**config.mk**
```make
export PLATFORM = sky130hd
export DESIGN_NAME = reg_dec
export DESIGN_NICKNAME = d
export VERILOG_FILES = /design/src/rtl/reg_dec_pkg.sv /design/src/rtl/reg_dec_next.sv /design/src/rtl/reg_dec.sv
export SDC_FILE = /design/constraint.sdc
export NUM_CORES = 1
export LEC_CHECK = 0
export CORE_MARGIN = 2
export CORE_UTILIZATION = 32
export CTS_CLUSTER_DIAMETER = 50
export DETAILED_ROUTE_END_ITERATION = 16
export GPL_TIMING_DRIVEN = 0
export SYNTH_ARGS = -nofsm -noshare
export SYNTH_HDL_FRONTEND = slang
export SYNTH_HIERARCHICAL = 1
export SYNTH_SLANG_ARGS = --single-unit
```
**constraint.sdc**
```tcl
create_clock -name i_clk -period 1.21 [get_ports i_clk]
set_input_delay 0.121 -clock i_clk [delete_from_list [all_inputs] [get_ports i_clk]]
set_output_delay 0.121 -clock i_clk [all_outputs]
set_load 0.005 [all_outputs]
```
**src/rtl/reg_dec_pkg.sv**
```systemverilog
// Shared constants and types for the reg_dec decrementing counter.
package reg_dec_pkg;

  localparam int unsigned REG_DEC_WIDTH_DEF = 8;
  localparam logic [7:0]  REG_DEC_INIT_DEF  = 8'hFF;
  localparam int unsigned REG_DEC_STEP_DEF  = 1;

  typedef enum logic {
    MODE_WRAP = 1'b0,
    MODE_SAT  = 1'b1
  } mode_e;

endpackage

```
**src/rtl/reg_dec_next.sv**
```systemverilog
// Combinational next-value and underflow calculator for reg_dec.
module reg_dec_next
  import reg_dec_pkg::*;
#(
  parameter int unsigned WIDTH    = REG_DEC_WIDTH_DEF,
  parameter int unsigned STEP     = REG_DEC_STEP_DEF,
  parameter bit          SATURATE = 1'b0
) (
  input  logic [WIDTH-1:0] cur,
  input  logic             enable,
  output logic [WIDTH-1:0] nxt,
  output logic             underflow
);

  localparam int unsigned EXT_W = WIDTH + 1;
  localparam mode_e       MODE  = SATURATE ? MODE_SAT : MODE_WRAP;

  logic [WIDTH:0] diff;
  logic           borrow;

  // Extra MSB of the widened subtraction is the borrow out
  assign diff   = {1'b0, cur} - EXT_W'(STEP);
  assign borrow = diff[WIDTH];

  always_comb begin
    nxt       = cur;
    underflow = 1'b0;
    if (enable) begin
      if (borrow && (MODE == MODE_SAT)) begin
        nxt = '0;
      end else begin
        nxt = diff[WIDTH-1:0];
      end
      underflow = borrow || (diff[WIDTH-1:0] == '0);
    end
  end

endmodule

```
**src/rtl/reg_dec.sv**
```systemverilog
// Parameterised down-counter register with wrap or saturate underflow.
// Optional terminal-count pulse o_tc when REG_DEC_TERMINAL_EN is defined.
module reg_dec
  import reg_dec_pkg::*;
#(
  parameter int unsigned      WIDTH      = REG_DEC_WIDTH_DEF,
  parameter logic [WIDTH-1:0] INIT_VALUE = '1,
  parameter int unsigned      STEP       = REG_DEC_STEP_DEF,
  parameter bit               SATURATE   = 1'b0
) (
  input  logic             i_clk,
  input  logic             i_rst_n,
  input  logic             enable,
  output logic [WIDTH-1:0] o_data
`ifdef REG_DEC_TERMINAL_EN
  ,
  output logic             o_tc
`endif
);

  logic [WIDTH-1:0] cnt_q;
  logic [WIDTH-1:0] cnt_nxt;
  logic             uf;

  reg_dec_next #(
    .WIDTH   (WIDTH),
    .STEP    (STEP),
    .SATURATE(SATURATE)
  ) u_next (
    .cur      (cnt_q),
    .enable   (enable),
    .nxt      (cnt_nxt),
    .underflow(uf)
  );

  // i_rst_n is active-high despite its name
  always_ff @(posedge i_clk) begin
    if (i_rst_n) begin
      cnt_q <= INIT_VALUE;
    end else begin
      cnt_q <= cnt_nxt;
    end
  end

  assign o_data = cnt_q;

`ifdef REG_DEC_TERMINAL_EN
  logic tc_q;

  // uf is already low on hold cycles, so no separate enable gating is needed
  always_ff @(posedge i_clk) begin
    if (i_rst_n) begin
      tc_q <= 1'b0;
    end else begin
      tc_q <= uf;
    end
  end

  assign o_tc = tc_q;
`else
  logic unused_uf;
  assign unused_uf = uf;
`endif

endmodule

```
# == Yosys cells after proc, flatten, opt, wreduce, memory -nomap -nowiden ==
# Index checks and enable logic that the tools add are counted.
# totals
regBits,8
inputBits,3
output_inout_bits,8
# op_classes
addsub,1
# ops
cell,count
"subtractor 8 x 1 -> 8 bit, second input constant",1

# == Depth between registers and ports, before layout ==
# Gate-level depths: netlist of run 1.
# logic_depth
ltp_word,1
depth_mapped,6

# == Hierarchy ==
# The synthesis of run 1 kept the hierarchy.
# by_module_without_submodules
mod,n_inst,cells_each,area_each_um2,seq_area_each_um2
reg_dec_next,1,39,274.0,0.0
reg_dec,1,16,210.2,160.2

# == Worst setup path before layout of run 1 ==
# No wires, ideal clock.
# synth_timing
kind,flip-flop to flip-flop
from,"reg cnt_q[0], in the netlist o_data[0]"
to,"reg cnt_q[6], in the netlist o_data[6]"
arrival_time_ns,1.256
required_time_ns,1.090
setup_slack_ns,-0.166
stages_incl_launch_ff,7
period_less_slack_ns,1.376
cell_sequence,dfxtp_1 inv_1 ha_1 nand2_1 nor3_2 xor2_1 or2_1
# synth_between
elab_chain_cells,1
# synth_rtl
item,line_no,rtl
from (decl),reg_dec.sv:21,logic [WIDTH-1:0] cnt_q;
from (signal assigned),reg_dec.sv:41,cnt_q <= cnt_nxt;
subtractor 8 x 1 -> 8 bit,reg_dec_next.sv:22,"assign diff = {1'b0, cur} - EXT_W'(STEP);"
# No other way between the ends.
# A chain may end at the register's enable or synchronous reset.

# == Final worst setup path of run 1 ==
# layout_timing
from,"reg cnt_q[3], in the netlist o_data[3]"
to,"reg cnt_q[7], in the netlist o_data[7]"
# The elaborated chain is that of the path after synthesis.

==> impl_metrics.json, run 1 <==
{
  "p_leak_nw": 0.193,
  "cts_buffers": 3,
  "dr.first_iter.drc_count": 2,
  "arrival_ns": 1.47,
  "worst-r2r-cell-count": 6,
  "core_sq_um": 1100,
  "ant_nets": 0,
  "grt_usage_pct": 12.7,
  "synth_warnings": 6,
  "worst-path-stages": 6,
  "power_density_nw_per_um2": 916,
  "remaining_drc_errors": 0,
  "path_buf_inv": 1,
  "finalMaxSlewViolations": 0,
  "num_rows": 12,
  "min_path_type": "in2reg",
  "clk_pin_slew_worst_paths_ns": 0.06,
  "max_stage_delay_ns": 0.32,
  "cpLargestDelayFamily": "simple AND/OR/NAND/NOR gates",
  "fill_cells": 107,
  "viasPerCell": 4.53,
  "cts_tree": "yes",
  "antenna_cells": 0,
  "start_util_pct": 34.4,
  "postSynthCellCount": 40,
  "rsz0062_at_grt": "yes",
  "cts_root_buffer": "clkbuf_4",
  "setup_viol": 5,
  "hold_viol": 0,
  "vias": 308,
  "first_global_vias": 328,
  "path_cells": "buf_6 > nor3_2 > nand3_2 > nor3_2 > xor2_1 > or2_1",
  "start_kind": "flip-flop",
  "seq_area_sq_um": 169,
  "fin_ws_ns": -0.129,
  "area_growth_pct": 49.2,
  "status": "finished, violations left",
  "crit_slowest_cell": "dfxtp_2",
  "nNetsFinal": 60,
  "die-area_sq_um": 1470,
  "syn_area_sq_um": 377,
  "drt-wirelength-per-cell_um": 9.75,
  "finalPower_mw": 0.515,
  "htree_levels": 1,
  "clock_latency_ns": 0.25,
  "die_w_um": 38.3,
  "ios": 11,
  "worst_pin_slew_ns": 0.295,
  "fin_crit_sh_pct": 111,
  "ir_worst_vdd_v": 0.000719,
  "crit_required_ns": 1.34,
  "globalplace.congestion": 0.738,
  "die_h_um": 38.3,
  "slew_headroom_pct": 80.4,
  "design_area_sq_um": 562,
  "fin_crit_ns": 1.34,
  "dp_hpwl_um": 481,
  "cap_violations": 0,
  "end_kind": "flip-flop",
  "multi_input_area_sq_um": 211,
  "postCtsHoldBufs": 0,
  "fmax_ghz": 0.747,
  "path_max_fanout": 4,
  "path_class": "reg2reg",
  "ctsLongestPathBuffers": 2,
  "grt_pass1_wl_um": 1240,
  "largest_reg_flops": 8,
  "wirelength_um": 663,
  "drt_first_pass_iters": 2,
  "numPortBuffers": 9,
  "syn_nets": 44,
  "critPathMostFrequentCell": "nor3_2",
  "avgSynthCellArea_sq_um": 9.42,
  "cts.sinks": 8,
  "dpl_cell_area_sq_um": 507,
  "overflow": 0,
  "grt_max_degree": 9,
  "antenna_found_initial": 0,
  "violations": "setup timing",
  "drive_above_1_share_pct": 35.2,
  "whs_path_depth": 3,
  "clock-skew-final_ns": 0.00667
}
[routing by layer]
| metal | share of wire [%] | GRT usage, % | vias up |
|---|---|---|---|
| met5 | 0 | 0 | - |
| met1 | 40 | 12.3 | 147 |
| li1 | - | - | 153 |
| met4 | 0 | 2.68 | 0 |
| met2 | 53 | 23.3 | 8 |
| met3 | 6.8 | 6.98 | 0 |
[power breakdown]
group	internal, mW	switching (mW)
registers	0.270	0.00655
clock network	0.113	0.0851
logic	0.0218	0.0184
[area by class of cell]
cell class,instances,area share (%)
multi-input cells,27,37.6
flip-flops and latches,8,30.1
repair buffers,11,18.7
plain buffers,3,5.12
clock buffers,3,4.01
well taps,14,3.12
inverters,2,1.34
[through the flow]
step	utilization, %	setup WS, ns	hold slack [ns]	TNS (ns)	std cells
floorplan	-	-0.0837	0.218	-0.165	40
global placement	46.2	-0.154	0.516	-0.270	63
detailed placement	46.2	-0.162	0.533	-0.319	63
CTS	49.2	-0.119	0.287	-0.403	67
global route	51.3	-0.199	0.323	-0.878	68
finish	51.3	-0.129	0.304	-0.503	68
[cells in the final DEF, fill, tap and decap left out]
cell type / count
a21oi_1: 1
buf_4: 2
buf_6: 1
clkbuf_1: 1
clkbuf_4: 3
clkbuf_8: 1
clkdlybuf4s50_1: 3
dfxtp_1: 3
dfxtp_2: 4
dfxtp_4: 1
dlygate4sd2_1: 4
dlymetal6s2s_1: 2
ha_1: 1
inv_1: 2
nand2_2: 1
nand3_2: 1
nand3b_1: 1
nor2_1: 2
nor3_2: 4
or2_1: 8
or3_4: 1
xnor2_1: 3
xor2_1: 4
[timing repair]
item | in CTS | in global routing
pin swaps | 3 | 1
endpoints found under the setup margin | 10 | 8
buffers inserted | 1 | 1
resized for setup | 8 | 4
cloned | 0 | 0
[tightest hold or removal path, stage by stage]
cell	delay, ns
clkbuf_1	0.16
a21oi_1	0.15
or2_1	0.09
[path summary, 6_finish.rpt]
| path | start | endpoint | slack (ns) |
|---|---|---|---|
| worst min register to register | o_data[7]$_SDFF_PP1_ | o_data[7]$_SDFF_PP1_ | 0.58 |
| worst max-delay path | o_data[3]$_SDFF_PP1_ | o_data[7]$_SDFF_PP1_ | -0.13 |
| worst min-delay path | enable | o_data[1]$_SDFF_PP1_ | 0.30 |
| worst max register to register | o_data[3]$_SDFF_PP1_ | o_data[7]$_SDFF_PP1_ | -0.13 |
Note: power is estimated with default switching activity, not from simulation.
==> inputs of run 2 (changes only) <==
--- a/config.mk
+++ b/config.mk
@@ -5,6 +5,7 @@
 export SDC_FILE = /design/constraint.sdc
 export NUM_CORES = 1
 export LEC_CHECK = 0
+export CAP_MARGIN = 15
 export CORE_MARGIN = 2
 export CORE_UTILIZATION = 32
 export CTS_CLUSTER_DIAMETER = 50
==> results of run 2 <==
The final DEF is identical to that of run 1; final timing and power are the same.
